**config.mk**
```make
export PLATFORM = sky130hd
export DESIGN_NAME = audio_sample_mixer_flat
export DESIGN_NICKNAME = d
export VERILOG_FILES = /design/src/rtl/audio_sample_mixer_if.sv /design/src/rtl/audio_sample_mixer.sv /design/src/flat_wrapper.sv
export SDC_FILE = /design/constraint.sdc
export NUM_CORES = 2
export LEC_CHECK = 0
export CORE_MARGIN = 2
export CORE_UTILIZATION = 45
export DETAILED_ROUTE_END_ITERATION = 10
export PLACE_DENSITY_LB_ADDON = 0.15
export SETUP_SLACK_MARGIN = 0.05
export SYNTH_ARGS = -nofsm -noshare
export SYNTH_HDL_FRONTEND = slang
export SYNTH_SLANG_ARGS = --single-unit
```
**constraint.sdc**
```tcl
create_clock -name clk_audio -period 9.1 [get_ports clk_audio]
set_clock_uncertainty 0.1 [all_clocks]
set_input_delay 0.91 -clock clk_audio [delete_from_list [all_inputs] [get_ports clk_audio]]
set_output_delay 0.91 -clock clk_audio [all_outputs]
set_load 0.05 [all_outputs]
```
**src/rtl/audio_sample_mixer_if.sv**
```systemverilog
// Mixer bus: two stereo PCM sources, gains and mute/clip controls in,
// stereo sample word and status flags out.
interface audio_sample_mixer_if #(
  parameter int IN_WIDTH        = 16,
  parameter int AUDIO_BIT_WIDTH = 16
);
  logic signed [IN_WIDTH-1:0]       src_a_l, src_a_r;
  logic                             src_a_valid;
  logic signed [IN_WIDTH-1:0]       src_b_l, src_b_r;
  logic                             src_b_valid;
  logic [7:0]                       gain_a, gain_b;
  logic                             mute_req;
  logic                             clip_clear;
  logic [1:0][AUDIO_BIT_WIDTH-1:0]  audio_sample_word;
  logic                             muted;
  logic                             clip_l, clip_r;

  // Source / control side.
  modport master (
    output src_a_l, src_a_r, src_a_valid, src_b_l, src_b_r, src_b_valid,
    output gain_a, gain_b, mute_req, clip_clear,
    input  audio_sample_word, muted, clip_l, clip_r
  );

  // Mixer side.
  modport slave (
    input  src_a_l, src_a_r, src_a_valid, src_b_l, src_b_r, src_b_valid,
    input  gain_a, gain_b, mute_req, clip_clear,
    output audio_sample_word, muted, clip_l, clip_r
  );
endinterface

```
**src/rtl/audio_sample_mixer.sv**
```systemverilog
// Stereo two-source mixer: per-source Q1.7 gain, soft mute ramp, output
// saturation with sticky clip flags. Three register stages, no stalls.

// One channel of the mix datapath (gain, sum, ramp scale, saturate).
module audio_mix_lane #(
  parameter int IN_WIDTH        = 16,
  parameter int AUDIO_BIT_WIDTH = 16,
  parameter int RAMP_LOG2       = 6
) (
  input  logic                              clk_audio,
  input  logic                              reset,
  input  logic signed [IN_WIDTH-1:0]        src_a,
  input  logic                              src_a_valid,
  input  logic signed [IN_WIDTH-1:0]        src_b,
  input  logic                              src_b_valid,
  input  logic [7:0]                        gain_a,
  input  logic [7:0]                        gain_b,
  input  logic [RAMP_LOG2:0]                level,
  input  logic                              clip_clear,
  output logic [AUDIO_BIT_WIDTH-1:0]        sample,
  output logic                              clip
);
  localparam int AW  = AUDIO_BIT_WIDTH;
  localparam int PW  = IN_WIDTH + 9;          // source x unsigned 8-bit gain
  localparam int SW  = PW + 1;                // sum of two products
  localparam int MNW = IN_WIDTH + 3;          // sum after the Q1.7 shift
  localparam int MW  = AW + 3;                // aligned to the output width
  localparam int SH  = AW - IN_WIDTH;
  localparam int RW  = MW + RAMP_LOG2 + 2;    // m x level (level as signed)

  logic signed [PW-1:0]  pa_d, pa_q, pb_d, pb_q;
  logic signed [MW-1:0]  m_d, m_q;
  logic [AW-1:0]         out_d, out_q;
  logic                  clip_d, clip_q;
  logic signed [SW-1:0]  sum;
  logic signed [MNW-1:0] m_nat;
  logic signed [RW-1:0]  r;
  logic                  sat;

  // S1: apply per-source gain; an invalid source contributes zero.
  always_comb begin
    pa_d = '0;
    pb_d = '0;
    if (src_a_valid) pa_d = PW'(src_a) * PW'($signed({1'b0, gain_a}));
    if (src_b_valid) pb_d = PW'(src_b) * PW'($signed({1'b0, gain_b}));
  end

  // S2: sum, drop the Q1.7 fraction (floor), align to the output width.
  always_comb begin
    sum   = SW'(pa_q) + SW'(pb_q);
    m_nat = MNW'(sum >>> 7);
    m_d   = MW'(m_nat) <<< SH;
  end

  // S3: scale by the ramp level, saturate, and update the sticky clip flag.
  // The level used is the one the mute FSM registers on this same edge, so
  // the sample leaving the pipeline always matches the muted flag beside it.
  always_comb begin
    r     = (RW'(m_q) * RW'($signed({1'b0, level}))) >>> RAMP_LOG2;
    sat   = !((&r[RW-1:AW-1]) || !(|r[RW-1:AW-1]));
    out_d = r[AW-1:0];
    if (sat) out_d = r[RW-1] ? {1'b1, {(AW-1){1'b0}}} : {1'b0, {(AW-1){1'b1}}};
    clip_d = sat | (clip_q & ~clip_clear);
  end

  // Pipeline and flag registers.
  always_ff @(posedge clk_audio) begin
    if (reset) begin
      pa_q   <= '0;
      pb_q   <= '0;
      m_q    <= '0;
      out_q  <= '0;
      clip_q <= 1'b0;
    end else begin
      pa_q   <= pa_d;
      pb_q   <= pb_d;
      m_q    <= m_d;
      out_q  <= out_d;
      clip_q <= clip_d;
    end
  end

  assign sample = out_q;
  assign clip   = clip_q;
endmodule

module audio_sample_mixer #(
  parameter int IN_WIDTH        = 16,
  parameter int AUDIO_BIT_WIDTH = 16,
  parameter int RAMP_LOG2       = 6
) (
  input logic                 clk_audio,
  input logic                 reset,
  audio_sample_mixer_if.slave mix
);
  localparam int LW = RAMP_LOG2 + 1;
  localparam logic [LW-1:0] LVL_MAX = LW'(1 << RAMP_LOG2);

  typedef enum logic [1:0] {
    S_MUTED,
    S_RAMP_UP,
    S_UNMUTED,
    S_RAMP_DOWN
  } mute_state_e;

  mute_state_e   state_d, state_q;
  logic [LW-1:0] level_d, level_q;
  logic          muted_d, muted_q;

  logic [1:0][IN_WIDTH-1:0]        a_ch, b_ch;
  logic [1:0][AUDIO_BIT_WIDTH-1:0] word;
  logic [1:0]                      clip;

  // Mute ramp: one level step per cycle. Leaving a rest state steps at once;
  // a reversal mid-ramp spends its cycle turning around, so the level never jumps.
  always_comb begin
    state_d = state_q;
    level_d = level_q;
    unique case (state_q)
      S_MUTED: begin
        if (!mix.mute_req) begin
          state_d = S_RAMP_UP;
          level_d = level_q + 1'b1;
        end
      end
      S_RAMP_UP: begin
        if (mix.mute_req) begin
          state_d = S_RAMP_DOWN;
        end else begin
          level_d = level_q + 1'b1;
          if (level_d == LVL_MAX) state_d = S_UNMUTED;
        end
      end
      S_UNMUTED: begin
        if (mix.mute_req) begin
          state_d = S_RAMP_DOWN;
          level_d = level_q - 1'b1;
        end
      end
      S_RAMP_DOWN: begin
        if (!mix.mute_req) begin
          state_d = S_RAMP_UP;
        end else begin
          level_d = level_q - 1'b1;
          if (level_d == '0) state_d = S_MUTED;
        end
      end
      default: begin
        state_d = S_MUTED;
        level_d = '0;
      end
    endcase
    muted_d = (state_d == S_MUTED);
  end

  // Mute state, level and muted flag registers.
  always_ff @(posedge clk_audio) begin
    if (reset) begin
      state_q <= S_MUTED;
      level_q <= '0;
      muted_q <= 1'b1;
    end else begin
      state_q <= state_d;
      level_q <= level_d;
      muted_q <= muted_d;
    end
  end

  assign a_ch = {mix.src_a_r, mix.src_a_l};
  assign b_ch = {mix.src_b_r, mix.src_b_l};

  for (genvar ch = 0; ch < 2; ch++) begin : g_lane
    audio_mix_lane #(
      .IN_WIDTH       (IN_WIDTH),
      .AUDIO_BIT_WIDTH(AUDIO_BIT_WIDTH),
      .RAMP_LOG2      (RAMP_LOG2)
    ) u_lane (
      .clk_audio  (clk_audio),
      .reset      (reset),
      .src_a      (a_ch[ch]),
      .src_a_valid(mix.src_a_valid),
      .src_b      (b_ch[ch]),
      .src_b_valid(mix.src_b_valid),
      .gain_a     (mix.gain_a),
      .gain_b     (mix.gain_b),
      .level      (level_d),
      .clip_clear (mix.clip_clear),
      .sample     (word[ch]),
      .clip       (clip[ch])
    );
  end

  assign mix.audio_sample_word = word;
  assign mix.muted             = muted_q;
  assign mix.clip_l            = clip[0];
  assign mix.clip_r            = clip[1];
endmodule

```
**src/flat_wrapper.sv**
```systemverilog
// flat-port wrapper written by rule: the top's interface ports become plain ports
module audio_sample_mixer_flat 
#(
  parameter int IN_WIDTH        = 16,
  parameter int AUDIO_BIT_WIDTH = 16,
  parameter int RAMP_LOG2       = 6
)
  (clk_audio, reset, mix_src_a_l, mix_src_a_r, mix_src_a_valid, mix_src_b_l, mix_src_b_r, mix_src_b_valid, mix_gain_a, mix_gain_b, mix_mute_req, mix_clip_clear, mix_audio_sample_word, mix_muted, mix_clip_l, mix_clip_r);
  audio_sample_mixer_if #(.IN_WIDTH(IN_WIDTH), .AUDIO_BIT_WIDTH(AUDIO_BIT_WIDTH)) mix_i ();
  input logic clk_audio;
  input logic reset;
  input wire logic [$bits(mix_i.src_a_l)-1:0] mix_src_a_l;
  input wire logic [$bits(mix_i.src_a_r)-1:0] mix_src_a_r;
  input wire logic [$bits(mix_i.src_a_valid)-1:0] mix_src_a_valid;
  input wire logic [$bits(mix_i.src_b_l)-1:0] mix_src_b_l;
  input wire logic [$bits(mix_i.src_b_r)-1:0] mix_src_b_r;
  input wire logic [$bits(mix_i.src_b_valid)-1:0] mix_src_b_valid;
  input wire logic [$bits(mix_i.gain_a)-1:0] mix_gain_a;
  input wire logic [$bits(mix_i.gain_b)-1:0] mix_gain_b;
  input wire logic [$bits(mix_i.mute_req)-1:0] mix_mute_req;
  input wire logic [$bits(mix_i.clip_clear)-1:0] mix_clip_clear;
  output wire logic [$bits(mix_i.audio_sample_word)-1:0] mix_audio_sample_word;
  output wire logic [$bits(mix_i.muted)-1:0] mix_muted;
  output wire logic [$bits(mix_i.clip_l)-1:0] mix_clip_l;
  output wire logic [$bits(mix_i.clip_r)-1:0] mix_clip_r;
  assign mix_i.src_a_l = mix_src_a_l;
  assign mix_i.src_a_r = mix_src_a_r;
  assign mix_i.src_a_valid = mix_src_a_valid;
  assign mix_i.src_b_l = mix_src_b_l;
  assign mix_i.src_b_r = mix_src_b_r;
  assign mix_i.src_b_valid = mix_src_b_valid;
  assign mix_i.gain_a = mix_gain_a;
  assign mix_i.gain_b = mix_gain_b;
  assign mix_i.mute_req = mix_mute_req;
  assign mix_i.clip_clear = mix_clip_clear;
  assign mix_audio_sample_word = mix_i.audio_sample_word;
  assign mix_muted = mix_i.muted;
  assign mix_clip_l = mix_i.clip_l;
  assign mix_clip_r = mix_i.clip_r;
  audio_sample_mixer #(.IN_WIDTH(IN_WIDTH), .AUDIO_BIT_WIDTH(AUDIO_BIT_WIDTH), .RAMP_LOG2(RAMP_LOG2)) u_core (.clk_audio(clk_audio), .reset(reset), .mix(mix_i));
endmodule
```
# Word-level counts from Yosys, hierarchy flattened
# Index checks and enable logic that the tools add are counted.
[op_classes] n_addsub=4 multipliers=6 div=0 n_lt_le_gt_ge=0 n_eq_ne=4 shift=0 mux=14 bitwise_logic=7 reduce_logical=17
[op_table] op="multiplier 16 x 9 -> 25 bit" count=4
[op_table] op="two-way mux 16 bit" count=4
[op_table] op="multiplier 19 x 8 -> 27 bit" count=2
[op_table] op="adder 25 x 25 -> 26 bit" count=2
[op_table] op="two-way mux 7 bit" count=2
[op_table] op="one-hot mux 7 bit (2 select lines)" count=1
[op_table] op="two-way mux 2 bit" count=6
[op_table] op="AND reduction 6 bit" count=2
[op_table] op="OR reduction 6 bit" count=2
[op_table] op="one-hot mux 2 bit (4 select lines)" count=1
[op_table] op="OR reduction 2 bit" count=4
[op_table] op="adder 7 x 1 -> 7 bit (second input constant)" count=1
[op_table] op="equality test 7 bit (second input constant)" count=1
[op_table] op="zero test 7 bit" count=1
[op_table] op="subtractor 7 x 1 -> 7 bit (second input constant)" count=1
[op_table] op="equality test 2 bit (second input constant)" count=2
[op_table] op="zero test 1 bit" count=4
[op_table] op="zero test 2 bit" count=2
[op_table] op="NOT 1 bit" count=3
[op_table] op="bitwise AND 1 bit" count=2
[op_table] op="equality test 2 x 1 -> 1 bit (second input constant)" count=1
[op_table] op="logical OR 1 bit" count=2
[op_table] op="bitwise OR 1 bit" count=2
[totals] register_bits=182 latchBits=0 ramBits=0 rom_bits=0 inputBits=86 elab_cells=65 memories=0

# Logic depth before layout (Yosys ltp)
[logic_depth] ltp_word=9 depth_mapped=28 ltp_nobuf=26

# Cells and area by module
# A second synthesis with hierarchy kept.
[hier_totals] cells_unflattened=3854 area_unflattened_um2=34575.7
[modules_own_cells] mod="audio_mix_lane at u_core.g_lane[1].u_lane" instances=1 cells_each=1895 area_each_um2=16945.0 seq_area_each_um2=1721.7
[modules_own_cells] mod="audio_mix_lane at u_core.g_lane[0].u_lane" instances=1 cells_each=1872 area_each_um2=16887.4 seq_area_each_um2=1721.7
[modules_own_cells] mod="audio_sample_mixer" instances=1 cells_each=87 area_each_um2=743.2 seq_area_each_um2=200.2

# Worst setup path before layout
# OpenSTA, ideal clock, no wires.
[synth_path] path_type="input port to flip-flop" startpoint="in mix_mute_req" endpoint="reg u_core.g_lane[0].u_lane.out_q[10]" setup_ps=57 arrival_time_ps=6833 slack_ps=2110 cell_stages=27 cell_sequence="buf_6 -> nor2_1 -> nand4_1 -> o31ai_1 -> xor2_1 -> clkbuf_1 -> clkbuf_1 -> nand2_1 -> fa_1 -> fa_1 -> inv_1 -> fa_1 -> inv_1 -> fa_1 -> inv_1 -> ha_1 -> nand2_1 -> nor2_1 -> a211o_1 -> o2111a_1 -> o211a_1 -> a211o_1 -> o31ai_4 -> xnor2_1 -> a311oi_2 -> buf_6 -> a21o_1"
[synth_via] elab_chain_cells=7 elab_cells_between_ends=10 classes_between="mul: 1; mux: 5; reduce/logical: 4"
[synth_lines] item="from (decl)" line="flat_wrapper.sv:20" rtl="input wire logic [$bits(mix_i.mute_req)-1:0] mix_mute_req;"
[synth_lines] item="two-way mux 7 bit, on equally long branches"
[synth_lines] item="one-hot mux 7 bit (2 select lines) *" line="audio_sample_mixer.sv:119" rtl="unique case (state_q)"
[synth_lines] item="multiplier 19 x 8 -> 27 bit *" line="audio_sample_mixer.sv:59" rtl="r = (RW'(m_q) * RW'($signed({1'b0, level}))) >>> RAMP_LOG2;"
[synth_lines] item="OR reduction 6 bit" line="audio_sample_mixer.sv:60" rtl="sat = !((&r[RW-1:AW-1]) || !(|r[RW-1:AW-1]));"
[synth_lines] item="zero test 1 bit" line="audio_sample_mixer.sv:60"
[synth_lines] item="logical OR 1 bit" line="audio_sample_mixer.sv:60"
[synth_lines] item="two-way mux 16 bit *" line="audio_sample_mixer.sv:62" rtl="if (sat) out_d = r[RW-1] ? {1'b1, {(AW-1){1'b0}}} : {1'b0, {(AW-1){1'b1}}};"
[synth_lines] item="to (signal assigned)" line="audio_sample_mixer.sv:78" rtl="out_q <= out_d;"
[synth_lines] item="to (decl)" line="audio_sample_mixer.sv:33" rtl="logic [AW-1:0] out_d, out_q;"
# Mark *: on every way between the ends. The rest lies on a longest branch, timed or not.
# A chain may end at the register's enable or synchronous reset.

# Worst setup path in the final report
[layout_path] startpoint="in mix_mute_req" endpoint="reg u_core.g_lane[1].u_lane.out_q[3]"
[layout_via] elab_chain_cells=7 elab_cells_between_ends=10 classes_between="mul: 1; mux: 5; reduce/logical: 4"
[layout_lines] item="two-way mux 7 bit, on equally long branches"
[layout_lines] item="one-hot mux 7 bit (2 select lines) *" line="audio_sample_mixer.sv:119"
[layout_lines] item="multiplier 19 x 8 -> 27 bit *" line="audio_sample_mixer.sv:59"
[layout_lines] item="OR reduction 6 bit" line="audio_sample_mixer.sv:60"
[layout_lines] item="zero test 1 bit" line="audio_sample_mixer.sv:60"
[layout_lines] item="logical OR 1 bit" line="audio_sample_mixer.sv:60"
[layout_lines] item="two-way mux 16 bit *" line="audio_sample_mixer.sv:62"
[layout_lines] item="to (signal assigned)" line="audio_sample_mixer.sv:78"
[layout_lines] item="to (decl)" line="audio_sample_mixer.sv:33"
# Marks and branches as above.

==> qor.csv <==
stage,metric,value,unit
logic_synthesis,yosys.area_share.adder,0.487,
power,vdd_drop_max,0.124,mV
logic_synthesis,synth_fp_nets,4858,
die,num_rows,101,
logic_synthesis,yosys.area_share.simple,0.196,
logic_synthesis,synth_top_family_by_area,adder cells,
global_routing,antenna_found_initial,2,
cts,insertion_delay,490,ps
logic_synthesis,synth_edf_count,0,
die,die_w,279,um
final_layout,multi_input_area,27200,sq um
logic_synthesis,synth_compound_area_frac,0.0737,
timing,finalSetupViolCount,0,
final_layout,n_antenna_cell,0,
die,die_height,279,um
power,sequentialPowerShare,0.150,
cts,cts_buffer_depth,2,
drt,routed_via_density,4.96,
timing,worst-slew-pin-transition,1180,ps
logic_synthesis,synthTopCellsByArea,"fa_1 (36%), ha_1 (13%), dfxtp_1 (11%)",
power,switching_power,0.00428,W
timing,period_share,0.882,
global_routing,grt_first_pass_wirelength,132,mm
final_layout,layout-drive-gt1-share,0.0280,
worst_setup_path,cp_data_required_time,9430,ps
logic_synthesis,yosys.area.top_type,fa_1,
final_layout,post-route-cell-area,37100,sq um
worst_hold_path,whs_path_depth,2,
worst_hold_path,min_from,u_core.state_q[0]$_SDFF_PP0_,
power,pwr-share-comb,0.760,
logic_synthesis,synthMuxAreaShare,0.00183,
cts,root_buffer,clkbuf_16,
cts,cts_tree,yes,
cts,hold_buffers,0,
timing,rsz0062_at_grt,false,
global_routing,grt_use_total,0.210,
worst_setup_path,crit_type,input pin to register,
power,p_per_area,226,nW/um^2
placed_design,port_buffers,120,
die,start_util,0.452,
placed_design,place_area,36500,sq um
global_routing,grt_pass1_vias,25700,
die,fp.dieArea,78100,sq um
timing,maxSlewViolCount,0,
timing,final-hold-violation-count,0,
global_routing,overflow,0,
power,power.leakage,19.4,nW
status,status,"complete, no violations",
drt,first_pass_iters,5,
cts,numCtsBuffers,17,
drt,drtIter0Drc,787,
placed_design,place.detailed.hpwl,65.3,mm
worst_setup_path,start_kind,input pin,
timing,fmax,125,MHz
logic_synthesis,synthFlopType,dfxtp_1,
worst_hold_path,hold_path_end,u_core.state_q[0]$_SDFF_PP0_,
logic_synthesis,seq_area_frac_synth,0.107,
power,fin_total_pwr,0.00840,W
cts,clock-sinks,182,
placed_design,finalWeightedCongestion,0.882,
logic_synthesis,syn_avg_cell_area,8.96,sq um
cts,htreeDepth,4,
worst_setup_path,cp-end-kind,register,
final_layout,num-nets-final,4934,
timing,fin_tns_setup,0,ps
drt,avgRoutedWirePerCell,15.9,um
logic_synthesis,synth.ff_latch_count,182,
drt,postRouteAntennaNets,0,
power,intPower,0.00412,W
worst_setup_path,worstSetupStartpoint,mix_mute_req,
logic_synthesis,synth_area,34100,sq um
timing,period_needed,8030,ps
die,core-area,75600,sq um
die,ios,121,
final_layout,fill_cells,7319,
drt,drt-total-wl,77.4,mm
power,switching_share,0.510,
logic_synthesis,ys_warn_count,0,
worst_hold_path,hold_class,register to register,
logic_synthesis,yosys.area.top_type_share,0.357,
logic_synthesis,synth.distinct_cells,72,
final_layout,regArea,3640,sq um
global_routing,grt_max_degree,40,
worst_setup_path,worstReg2RegEnd,u_core.g_lane[1].u_lane.sample[3]$_SDFF_PP0_,
worst_setup_path,rr_startpoint,u_core.level_q[0]$_SDFF_PP0_,
logic_synthesis,synth_xor_area_frac,0.0359,
cts,post_cts_resize_count,0,
drt,drc,0,
logic_synthesis,postSynthCellCount,3809,
cts,cts.reportedPaths.clkPinSlew,80,ps
power,clkPwrFrac,0.090,
cts,cts_setup_buffers,0,
worst_setup_path,worst_r2r_path_depth,24,
logic_synthesis,postSynth.asyncResetShare,0,
worst_setup_path,worst_ep_arrival_time,8360,ps
timing,slew_headroom,0.196,
final_layout,area_growth,8.66,%
flow_run,cap_violations,0,
worst_setup_path,path_max_fanout,22,
worst_setup_path,r2r_slack,1530,ps
drt,dr_total_vias,24200,
## final cells by class
class / count / area share
Multi-Input combinational cell: 2734 / 0.733
Tap cell: 978 / 0.0330
Clock inverter: 14 / 0.00422
Timing Repair Buffer: 157 / 0.0397
Inverter: 793 / 0.0802
Clock buffer: 18 / 0.0118
Sequential cell: 182 / 0.0982
## worst max-delay path by stage
stage,end,slack [ps],cells after the start
floorplan,u_core.g_lane[0].u_lane.sample[10]$_SDFF_PP0_,2110,27
global placement,u_core.g_lane[1].u_lane.sample[5]$_SDFF_PP0_,670,26
detailed placement,u_core.g_lane[1].u_lane.sample[13]$_SDFF_PP0_,580,26
CTS,u_core.g_lane[1].u_lane.sample[4]$_SDFF_PP0_,1090,26
global route,u_core.g_lane[1].u_lane.sample[4]$_SDFF_PP0_,470,26
finish,u_core.g_lane[1].u_lane.sample[3]$_SDFF_PP0_,1070,26
## power groups by stage
stage | clock (W) | sequential (W) | combinational [W]
6_report | 0.000756 | 0.00126 | 0.00638
5_1_grt | 0.000814 | 0.00129 | 0.00732
4_1_cts | 0.000781 | 0.00127 | 0.00648
3_5_place_dp | 0 | 0.00129 | 0.00645
3_3_place_gp | 0 | 0.00129 | 0.00641
2_1_floorplan | 0 | 0.00140 | 0.00473
## cells in the final DEF, fill, tap and decap left out, types with 12 or more instances in the layout
cell type and count:
clkbuf_16 17, clkdlybuf4s50_1 119, nor2b_1 63, nor2_1 144, nor3_1 53, o21ai_0 59, a211oi_1 19, o21a_1 29
o31ai_1 12, nand2b_1 29, xor2_1 55, ha_1 355, and2_1 535, a21o_1 66, a31oi_1 14, xnor2_1 79
or3_1 13, nand2_1 295, and3_1 20, buf_4 37, nand3_1 37, inv_1 793, fa_1 608, a21oi_1 104
dfxtp_1 182
## cells in the mapped netlist (all sizes together) (13+ instances only)
master,instances
and2,535
fa,608
and3,20
nand2b,29
a211oi,21
xnor2,82
nor2,144
ha,355
a31oi,15
clkbuf,92
inv,793
dfxtp,182
nand2,295
a21oi,106
o21ai,60
nor3,54
o31ai,13
a21o,66
or3,13
o21a,29
nor2b,63
nand3,37
xor2,58
## logic make-up after synthesis
| family | Yosys count |
|---|---|
| flops | 182 |
| compound gates | 375 |
| xor+xnor | 140 |
| fa+ha+maj | 963 |
| buf+inv | 893 |
| simple gates | 1250 |
| mux | 6 |
## worst max-delay path, stage by stage
cell and delay (ps):
clkdlybuf4s50_1 580, nor2_1 390, nand4_1 180, o31ai_1 150, xor2_2 440, buf_4 350
buf_4 220, nand2_1 80, fa_1 500, inv_1 60, fa_1 500, fa_1 500
inv_1 50, fa_1 470, inv_1 40, ha_1 340, a21o_1 200, a21oi_1 300
o21ai_0 140, a211oi_1 290, o21ai_0 160, o21a_1 220, nor2_1 130, a2111o_1 130
nor2b_1 790, o21a_1 230
## per-layer routing
metal,GRT usage,wire [um]
met1,0.273,35500
met2,0.381,39100
met3,0.0204,1660
met4,0.0376,1020
met5,0,10
## per-stage QoR
| step | utilization | setup slack, ps | cells | hold WS [ps] |
|---|---|---|---|---|
| 6_report | 0.491 | 1070 | 4876 | 489 |
| 5_1_grt | 0.491 | 465 | 4876 | 525 |
| 4_1_cts | 0.491 | 1090 | 4876 | 496 |
| 3_5_place_dp | 0.483 | 582 | 4844 | 485 |
| 3_3_place_gp | 0.483 | 668 | 4844 | 488 |
| 2_1_floorplan | - | 2110 | 3809 | 435 |
## sequential cells by signal, indices dropped and copies added (netlist names)
name,cells
u_core.level_q,7
u_core.g_lane.u_lane.clip,2
u_core.g_lane.u_lane.pb_q,50
u_core.g_lane.u_lane.pa_q,50
u_core.state_q,2
u_core.mix.muted,1
u_core.g_lane.u_lane.sample,32
u_core.g_lane.u_lane.m_q,38
Power figures use the tool's default switching activity.
